[src/rtl/wb_arb_pkg.sv]
// Shared types and default sizing for the two-master Wishbone arbiter.
package wb_arb_pkg;

  typedef enum logic [1:0] {ARB_IDLE, ARB_GNT0, ARB_GNT1} arb_state_t;

  localparam int unsigned ARB_MAX_OUT = 4;
  localparam int unsigned ARB_TIMEOUT = 256;
  localparam int unsigned OUT_W       = $clog2(ARB_MAX_OUT + 1);
  localparam int unsigned WDOG_W      = $clog2(ARB_TIMEOUT);

endpackage

[src/rtl/wb_arb_watchdog.sv]
// Cycle counter that pulses expire_c when a stalled response window reaches TIMEOUT-1.
module wb_arb_watchdog
  import wb_arb_pkg::*;
#(
  parameter int unsigned TIMEOUT = ARB_TIMEOUT,
  parameter int unsigned W       = WDOG_W
) (
  input  logic clk_i,
  input  logic rst_i,
  input  logic clr_i,
  input  logic en_i,
  output logic expire_c
);

  logic [W-1:0] cnt_q, cnt_d;

  always_comb begin
    expire_c = en_i & ~clr_i & (cnt_q == W'(TIMEOUT - 1));
    cnt_d    = cnt_q;
    if (clr_i || expire_c) cnt_d = '0;
    else if (en_i)         cnt_d = cnt_q + W'(1);
  end

  always_ff @(posedge clk_i) begin
    if (rst_i) cnt_q <= '0;
    else       cnt_q <= cnt_d;
  end

endmodule

[src/rtl/wb_arbiter_2m.sv]
// Two-master round-robin arbiter for a pipelined Wishbone B4 slave; grant held per cyc,
// outstanding-request limiting and a watchdog that turns a hung slave into an err.
module wb_arbiter_2m
  import wb_arb_pkg::*;
#(
  parameter int unsigned ADDR_WIDTH = 32,
  parameter int unsigned DATA_WIDTH = 32,
  parameter int unsigned MAX_OUT    = ARB_MAX_OUT,
  parameter int unsigned TIMEOUT    = ARB_TIMEOUT
) (
  input  logic                          clk_i,
  input  logic                          rst_i,
  input  logic [1:0]                    m_cyc_i,
  input  logic [1:0]                    m_stb_i,
  input  logic [1:0]                    m_we_i,
  input  logic [2*ADDR_WIDTH-1:0]       m_adr_i,
  input  logic [2*DATA_WIDTH-1:0]       m_dat_i,
  input  logic [2*(DATA_WIDTH/8)-1:0]   m_sel_i,
  output logic [DATA_WIDTH-1:0]         m_dat_o,
  output logic [1:0]                    m_ack_o,
  output logic [1:0]                    m_err_o,
  output logic [1:0]                    m_stall_o,
  output logic                          s_cyc_o,
  output logic                          s_stb_o,
  output logic                          s_we_o,
  output logic [ADDR_WIDTH-1:0]         s_adr_o,
  output logic [DATA_WIDTH-1:0]         s_dat_o,
  output logic [DATA_WIDTH/8-1:0]       s_sel_o,
  input  logic [DATA_WIDTH-1:0]         s_dat_i,
  input  logic                          s_ack_i,
  input  logic                          s_err_i,
  input  logic                          s_stall_i
);

  localparam int unsigned SEL_W  = DATA_WIDTH / 8;
  localparam int unsigned OUT_CW = (MAX_OUT == ARB_MAX_OUT) ? OUT_W : $clog2(MAX_OUT + 1);
  localparam int unsigned WD_CW  = (TIMEOUT == ARB_TIMEOUT) ? WDOG_W : $clog2(TIMEOUT);

  arb_state_t        state_q, state_d;
  logic              last_q, last_d;
  logic [OUT_CW-1:0] out_q, out_d;

  logic gnt, idx, active, out_full, resp_ok, inc, dec, wd_en, wd_clr, wd_expire;

  // Grant qualifiers shared by the datapath mux and the counters.
  always_comb begin
    gnt      = (state_q != ARB_IDLE);
    idx      = (state_q == ARB_GNT1);
    active   = gnt & m_cyc_i[idx];
    out_full = (out_q == OUT_CW'(MAX_OUT));
    resp_ok  = active & (out_q != '0);
    inc      = s_stb_o & ~s_stall_i;
    dec      = resp_ok & (s_ack_i | s_err_i);
    wd_en    = resp_ok & ~s_ack_i & ~s_err_i;
    wd_clr   = ~active | s_ack_i | s_err_i;
  end

  // Route the granted master to the slave; the loser sees a permanent stall.
  always_comb begin
    m_dat_o   = s_dat_i;
    s_cyc_o   = active;
    s_stb_o   = 1'b0;
    s_we_o    = 1'b0;
    s_adr_o   = '0;
    s_dat_o   = '0;
    s_sel_o   = '0;
    m_ack_o   = 2'b00;
    m_err_o   = 2'b00;
    m_stall_o = 2'b11;
    if (gnt) begin
      s_stb_o        = active & m_stb_i[idx] & ~out_full;
      s_we_o         = m_we_i[idx];
      s_adr_o        = idx ? m_adr_i[ADDR_WIDTH +: ADDR_WIDTH] : m_adr_i[0 +: ADDR_WIDTH];
      s_dat_o        = idx ? m_dat_i[DATA_WIDTH +: DATA_WIDTH] : m_dat_i[0 +: DATA_WIDTH];
      s_sel_o        = idx ? m_sel_i[SEL_W +: SEL_W] : m_sel_i[0 +: SEL_W];
      m_stall_o[idx] = s_stall_i | out_full;
      m_ack_o[idx]   = resp_ok & s_ack_i;
      m_err_o[idx]   = (resp_ok & s_err_i) | wd_expire;
    end
  end

  always_comb begin
    state_d = state_q;
    last_d  = last_q;
    out_d   = out_q;
    unique case (state_q)
      ARB_IDLE: begin
        if (&m_cyc_i)       state_d = last_q ? ARB_GNT0 : ARB_GNT1;
        else if (m_cyc_i[0]) state_d = ARB_GNT0;
        else if (m_cyc_i[1]) state_d = ARB_GNT1;
      end
      ARB_GNT0, ARB_GNT1: begin
        if (!m_cyc_i[idx]) begin
          state_d = ARB_IDLE;
          last_d  = idx;
        end
      end
      default: state_d = ARB_IDLE;
    endcase
    // Dropping cyc or a watchdog expiry forgets every outstanding request.
    if (!active || wd_expire) out_d = '0;
    else if (inc && !dec)     out_d = out_q + OUT_CW'(1);
    else if (dec && !inc)     out_d = out_q - OUT_CW'(1);
  end

  always_ff @(posedge clk_i) begin
    if (rst_i) begin
      state_q <= ARB_IDLE;
      last_q  <= 1'b1;
      out_q   <= '0;
    end else begin
      state_q <= state_d;
      last_q  <= last_d;
      out_q   <= out_d;
    end
  end

  wb_arb_watchdog #(
    .TIMEOUT (TIMEOUT),
    .W       (WD_CW)
  ) u_wdog (
    .clk_i    (clk_i),
    .rst_i    (rst_i),
    .clr_i    (wd_clr),
    .en_i     (wd_en),
    .expire_c (wd_expire)
  );

endmodule

[config.mk]
export PLATFORM = sky130hd
export DESIGN_NAME = wb_arbiter_2m
export DESIGN_NICKNAME = d
export VERILOG_FILES = /design/src/rtl/wb_arb_pkg.sv /design/src/rtl/wb_arb_watchdog.sv /design/src/rtl/wb_arbiter_2m.sv
export SDC_FILE = /design/constraint.sdc
export NUM_CORES = 1
export LEC_CHECK = 0
export ABC_AREA = 1
export CORE_AREA = 2 2 112 114
export CTS_BUF_LIST = sky130_fd_sc_hd__clkbuf_16
export CTS_CLUSTER_SIZE = 10
export DETAILED_ROUTE_END_ITERATION = 12
export DIE_AREA = 0 0 114 116
export MAX_ROUTING_LAYER = met4
export PLACE_DENSITY = 0.7
export RECOVER_POWER = 50
export SYNTH_ARGS = -nofsm -noshare
export SYNTH_HDL_FRONTEND = slang
export SYNTH_SLANG_ARGS = --single-unit
[constraint.sdc]
create_clock -name clk_i -period 5.5 [get_ports clk_i]
set_clock_uncertainty 0.05 [all_clocks]
set_input_delay 0.55 -clock clk_i [delete_from_list [all_inputs] [get_ports clk_i]]
set_output_delay 0.55 -clock clk_i [all_outputs]
set_load 0.02 [all_outputs]
==> summary.md, run 1 <==
| Metric | Value |
|---|---|
| Status | complete, no violations |
| Setup WS post-layout | 1.59 ns |
| Final ANT Viol Nets | 0 |
| Setup crit start kind | flop |
| Power per cell area | 207 mW/mm^2 |
| Max-Cap Viols | 0 |
| IR Drop Worst-Case VDD | between 0.1 and 0.15 mV |
| Yosys warns | 0 |
| CP max FO | 37 |
| Worst Tran Pin Value | around 1.5 ns |
| Fmax | 0.256 GHz |
| DRC | 0 |
| Num ports | around 290 |
| Postcts setup bufs | 0 |
| Period utilization | 71.0% |
| Crit Path Class | flop to output port |
| Synthesized area per cell | 5.31 sq um |
| Slew headroom | 2.71% |
| DP Wirelength | 8060 um |
| TritonCTS clock tree | done |
| Min Clock Period, post-route | 3.91 ns |
| Final wirelength | between 10000 and 15000 um |
| Share of the synthesized area in the top cell type | a little under a third |
| Number of port buffers | approximately 220 |
| Post-synthesis net count | 614 |
| Area Overhead vs Synth | 92.9% |
| EDFF count, synth | 0 |
| Share of post-route cells with drive strength above 1 | 2.82% |
| Die area | 0.0132 sq mm |
| Top FF cell, synth | dfxtp_1 |
| Final hold vios | 0 |
| Initial antenna violation count | 0 |
| TritonRoute pass-1 iters | 4 |
| Met2 routed WL | 5030 um |
| Yosys cell types | 28 |
| Finished Layout Cells | 749 |
| Dpl cells | between 700 and 800 |
| Post-CTS Resized | 0 |
| Cell with the most instances after synthesis | nand2_1 |
| Pre-CTS setup slack | about 2.3 ns |
| FF/Latch Area | 280 sq um |
| Synth top cells by count | 193 x nand2_1, 76 x a21oi_1, 33 x buf_4, 24 x inv_1, 19 x nor2_1 |
| Vias in the first global route | about 2900 |
| Largest net degree at the start of global routing | 73 |
| Core ar. | 0.0119 sq mm |
| RSZ-0062 raised after global routing | no |
| Placer Congestion | 0.858 |
| WHS Path Cells | 2 |
| Initial DRC Count | 185 |
| GR Util All Layers | 14.7% |
| Via-to-Cell Ratio | 4.29 |
| Post-synthesis instance area | approximately 0.0023 sq mm |
| Crit path max-delay cell type | dlygate4sd3_1 |
| Post-route setup TNS | 0 ns |
| Seq cells post-synth | 14 |
| Post-Syn Instances | 429 |
| Worst-path clk slew | 0.05 ns |
| Vias post-DR | 3211 |
| Crit path cell chain | inv_1 > ha_1 > inv_6 > nand3_1 > nor2_1 > nand3_1 > a21oi_1 > dlygate4sd3_1 |
| Ranking of synthesized cells by area | nand2_1 32%, a21oi_1 17%, dfxtp_1 12% |
| Worst r2r path cells | 15 |
| Seq/Total Area, Yosys | 12.3% |
| Die X | between 100 and 150 um |
| Pins Over Slew Limit | 0 |
| Wire per inst | 14.0 um |
| Post-CTS Hold Buffers | 0 |
| Leak | 1.77 nW |
| Worst skew pair latency | 0.24 ns |
| Crit-path most repeated cell | nand3_1 |
| Clock root cell | clkbuf_16 |
| Final setup viols | 0 |
| Metal-1 WL | about 4500 um |
| CP bufs+invs | 3 |
| Arrival @ worst endpoint | 3.31 ns |
| Chip Height | 116 um |
| Global route overflow | 0 |
| Global-route wire length before repair | roughly 15000 um |
| Crit end category | output port |
| Slowest Stage Delay on Critical Path | 0.70 ns |
| Worst hold path type | flop to flop |
| Row count | 40 |
| Highest metal used | met4 |
| Number of diodes | 0 |
| Starting Density | about a fifth |
| Leading area contributor after synthesis | nand2_1 |
| Num CTS Buffers | 3 |
| Wire length on met3 | 860 um |
| Stages on the worst setup path | 8 |
| CTS sink cnt | 14 |
| Delay-heaviest family, CP | buffers and inverters |
| H-Tree Depth | 1 |
| Maximum clock insertion buffer count | 2 |
| Crit path required time | 4.90 ns |
| Fill cells | about 1300 |
| Area of the multi-input gates | 0.00149 sq mm |
| Fraction of registers with async set/reset | 0% |
| Final nets | about 790 |
layout make-up:
cell class	instances	share of cell area [%]
Timing Repair Buffer	226	51.3
Tap cell	147	4.19
Multi-Input combinational cell	332	34.0
Inverter	27	2.42
Clock buffer	3	1.71
Sequential cell	14	6.38
per-layer routing:
metal,track usage [%],vias up
li1,-,1662
met5,-,-
met4,2.85,0
met3,3.61,20
met1,18.2,1395
met2,24.5,134
metrics by stage:
stage	area (sq um)	utilization, %	hold WS, ns	power [mW]
after floorplan	2280	-	0.381	0.480
after global placement	4370	36.7	0.399	0.793
after detailed placement	4370	36.7	0.406	0.790
after CTS	4440	37.3	0.417	0.931
after global routing	4390	36.9	0.446	0.965
final	4390	36.9	0.414	0.908
cells in the final DEF, fill, tap and decap left out, drive strengths merged, types with 2 or more instances in the layout:
cell,n
inv,27
nand2,195
dfxtp,14
dlygate4sd3,15
a21oi,76
buf,3
nor2,25
ha,5
clkbuf,3
nor3,2
nand4,2
nand3,16
xor2,3
clkdlybuf4s50,208
o21ai,6
logic make-up (layout without fill, tap and decap cells):
kind of cell | count (synthesis) | in the layout | synth area share [%]
flops | 14 | 14 | 12.3
mux | 1 | 1 | 0.440
compound gates | 82 | 82 | 18.0
xor+xnor | 3 | 3 | 1.15
fa+ha+maj | 6 | 6 | 3.63
buf+inv | 83 | 256 | 20.2
simple gates | 240 | 240 | 44.3
flip-flops by register name, summed over array words and instances (netlist names):
register,count
last_q,1
u_wdog.cnt_q,8
state_q,2
out_q,3
worst reg2reg max path: cells and delay by family (launching register included):
| kind | cells | cell delay [ns] |
|---|---|---|
| xor+xnor | 1 | 0.15 |
| fa+ha+maj | 3 | 0.77 |
| simple gates | 5 | 0.45 |
| buf+inv | 4 | 1.43 |
| compound gates | 2 | 0.28 |
| flops | 1 | 0.32 |
worst paths after layout:
path,slack [ns],to,from
min,0.41,last_q,last_q
max reg2reg,1.93,out_q[2],state_q[0]
max,1.59,m_err_o[0],state_q[1]
min reg2reg,0.41,last_q,last_q
power breakdown:
group | switching, mW | internal, mW
Combinational | 0.361 | 0.304
Clock | 0.0396 | 0.0949
Sequential | 0.00285 | 0.106
No activity file was read; power rests on OpenSTA's default activity.
==> run 2, diff against run 1 <==
--- a/config.mk
+++ b/config.mk
@@ -6,13 +6,13 @@
 export NUM_CORES = 1
 export LEC_CHECK = 0
 export ABC_AREA = 1
-export CORE_AREA = 2 2 112 114
+export CORE_AREA = 2 2 113 115
 export CTS_BUF_LIST = sky130_fd_sc_hd__clkbuf_16
 export CTS_CLUSTER_SIZE = 10
 export DETAILED_ROUTE_END_ITERATION = 12
-export DIE_AREA = 0 0 114 116
+export DIE_AREA = 0 0 115 117
 export MAX_ROUTING_LAYER = met4
-export PLACE_DENSITY = 0.7
+export PLACE_DENSITY = 0.71
 export RECOVER_POWER = 50
 export SYNTH_ARGS = -nofsm -noshare
 export SYNTH_HDL_FRONTEND = slang
==> constraint.sdc (replaced) <==
create_clock -name clk_i -period 3.3 [get_ports clk_i]
set_clock_uncertainty 0.05 [all_clocks]
set_input_delay 0.33 -clock clk_i [delete_from_list [all_inputs] [get_ports clk_i]]
set_output_delay 0.33 -clock clk_i [all_outputs]
set_load 0.02 [all_outputs]
==> run 2 against run 1 <==
Critical path depth shrank 1. Register-to-register slack lost 1.2 ns. Hold slack gained 0.0013 ns. First-iteration DRC count shrank 9.2%. Sequential power grew 66%. Sequential cell count is the same. Cell count grew 0.80%. Worst setup slack lost 1.2 ns. Non-clock buffer count grew 2. Clock power grew 76%. Count of clock-buffer cells in the layout is the same. Critical path type unchanged. Highest routed layer unchanged.
==> summary.md, run 2 (synthesis gave the netlist of run 1 again) <==
| Metric | Value |
|---|---|
| Slowest Stage Delay on Critical Path | 0.61 ns (-0.09 ns) |
| Die area | 0.0135 sq mm (+1.7%) |
| Row count | 41 (+2.5%) |
| Post-CTS Hold Buffers | 0 (unchanged) |
| Share of post-route cells with drive strength above 1 | 3.80% (+0.98 points) |
| Slew headroom | 50.7% (+48 points) |
| Die X | 115 um (+0.88%) |
| Setup crit start kind | flop |
| Fmax | roughly 0.34 GHz |
| Chip Height | 117 um (+0.86%) |
| Placer Congestion | 0.803 (-6.5%) |
| TritonRoute pass-1 iters | 4 (unchanged) |
| Power per cell area | 348 mW/mm^2 (+68%) |
| CTS sink cnt | 14 (unchanged) |
| Post-CTS Resized | 0 (unchanged) |
| Max-Cap Viols | 0 (unchanged) |
| Num CTS Buffers | 3 (unchanged) |
| Worst-path clk slew | 0.05 ns (about the same) |
| Final hold vios | 0 (unchanged) |
| Core ar. | 0.0123 sq mm (+3.4%) |
| Initial DRC Count | 168 (-9.2%) |
| Crit path required time | 2.92 ns (-1.98 ns) |
| Crit path cell chain | inv_1 > ha_2 > inv_2 > clkbuf_2 > nand2_1 > a21oi_1 > clkdlybuf4s50_1 |
| CP max FO | 38 (+2.7%) |
| Top flop regs | u_wdog.cnt_q: 8 flops, out_q: 3 flops, state_q: 2 flops |
| IR Drop Worst-Case VDD | 0.174 mV (+31%) |
| Dpl cells | 751 (+0.67%) |
| Worst r2r path cells | 14 (-1) |
| Period utilization | 88.0% |
| Final nets | 791 (+0.25%) |
| Fill cells | 1342 (+3.2%) |
| Postcts setup bufs | 0 (unchanged) |
| Biggest register | u_wdog.cnt_q |
| Critical Path End | s_adr_o[3] |
| Most frequent cells in the layout | 208 x clkdlybuf4s50_1, 193 x nand2_1, 76 x a21oi_1 |
| Maximum clock insertion buffer count | 2 (unchanged) |
| Final core occ | 36.1% (-0.75 points) |
| Status | complete, no violations |
| Global route overflow | 0 (unchanged) |
| Commonest non-fill, non-tap cell in the layout | clkdlybuf4s50_1 |
| Number of port buffers | 223 (unchanged) |
| Crit path from | state_q[0] |
| Reg2reg setup slack | 0.69 ns (-1.24 ns) |
| GR Util All Layers | 14.2% (-0.50 points) |
| TritonCTS clock tree | done |
| Via-to-Cell Ratio | 4.26 (-0.64%) |
| Pins Over Slew Limit | 0 (unchanged) |
| Worst skew pair latency | 0.25 ns (about the same) |
| Arrival @ worst endpoint | 2.52 ns (-0.79 ns) |
| H-Tree Depth | 1 (unchanged) |
| WHS Path Cells | 2 (unchanged) |
| Post-route setup TNS | 0 ns (unchanged) |
| Worst Tran Pin Value | 0.740 ns (-0.719 ns) |
| Wire per inst | 13.6 um (-2.8%) |
| Starting Density | 18.5% (-0.62 points) |
| Leak | 1.81 nW (+2.0%) |
| Global-route wire length before repair | 14800 um (-2.7%) |
| Crit end category | output port |
| Hold slack | 0.415 ns (+0.00132 ns) |
| Crit Path Class | flop to output port |
| Initial antenna violation count | 0 (unchanged) |
| Largest net degree at the start of global routing | 73 (unchanged) |
| Number of diodes | 0 (unchanged) |
| Num ports | 288 (unchanged) |
| Clock root cell | clkbuf_16 |
| Min Clock Period, post-route | 2.90 ns |
| Final ANT Viol Nets | 0 (unchanged) |
| DRC | 0 (unchanged) |
| RSZ-0062 raised after global routing | no |
| Vias post-DR | 3216 (+0.16%) |
| Vias in the first global route | 2838 (-1.5%) |
| Worst hold path type | flop to flop |
| Max FFs per register | 8 (unchanged) |
| Finished Layout Cells | 755 (+0.80%) |
| Area Overhead vs Synth | 95.3% |
| Worst flop-to-flop path endpoint | out_q[2] |
| Crit path max-delay cell type | clkdlybuf4s50_1 |
| DP Wirelength | 8020 um (-0.49%) |
| Final wirelength | 10300 um (-2.1%) |
| RR Startpoint | state_q[1] |
| Final setup viols | 0 (unchanged) |
run 2: cell types whose count changed in the layout (fill, tap and decap cells not counted), sizes merged:
cell,before,now
clkinv,0,1
buf,3,5
clkbuf,3,5
dlygate4sd3,15,13
run 2: worst max-delay path, delay by kind of cell (launching register included):
family                     cells  cell delay, ns
AOI/OAI and AO/OA              1            0.17
adders and majority gates      1            0.23
buffers and inverters          4            1.35
DFF                            1            0.32
and+or+nand+nor                1            0.18
run 2: power by group:
part | internal [mW] | switching [mW] | total, mW
clock network | 0.161 | 0.0751 | 0.236
logic | 0.517 | 0.615 | 1.13
registers | 0.176 | 0.00506 | 0.181
total | 0.853 | 0.696 | 1.55
run 2: area by class of cell:
type	count	area, sq um	area share [%]
clock buffers	3	75.1	1.69
flip-flops and latches	14	280	6.30
inverters	27	106	2.39
multi-input cells	332	1510	34.0
well taps	150	188	4.22
repair buffers	228	2280	51.4
clock inverters	1	3.75	0.0844
run 2: layer usage:
metal	part of all wire [%]	track usage, %	vias up
met3	6.4	2.11	25
met2	47	23.5	113
li1	-	-	1668
met4	3.0	5.38	0
met1	44	17.5	1410
met5	0	-	-
run 2: per-stage QoR:
| stage | power (mW) | cell area (sq um) | worst slack (ns) |
|---|---|---|---|
| floorplan | 0.801 | 2280 | 0.854 |
| global placement | 1.35 | 4420 | 0.720 |
| detailed placement | 1.35 | 4420 | 0.698 |
| CTS | 1.60 | 4500 | 0.613 |
| global route | 1.64 | 4450 | 0.239 |
| finish | 1.55 | 4450 | 0.397 |
run 2: how the worst min path moves through the flow:
stage                           from    endpoint  slack, ns
after global routing      state_q[0]  state_q[0]       0.45
after CTS                 state_q[0]  state_q[0]       0.42
after global placement    state_q[0]  state_q[0]       0.40
after detailed placement  state_q[0]  state_q[0]       0.41
after floorplan                rst_i  state_q[0]       0.35
final                     state_q[0]  state_q[0]       0.42
==> run 3, diff against run 2 <==
--- a/config.mk
+++ b/config.mk
@@ -14,6 +14,8 @@
 export MAX_ROUTING_LAYER = met4
 export PLACE_DENSITY = 0.71
 export RECOVER_POWER = 50
+export SLEW_MARGIN = 30
 export SYNTH_ARGS = -nofsm -noshare
 export SYNTH_HDL_FRONTEND = slang
 export SYNTH_SLANG_ARGS = --single-unit
+export TNS_END_PERCENT = 20
==> results of run 3 <==
Final layout, timing and power as in run 2 (identical DEF).
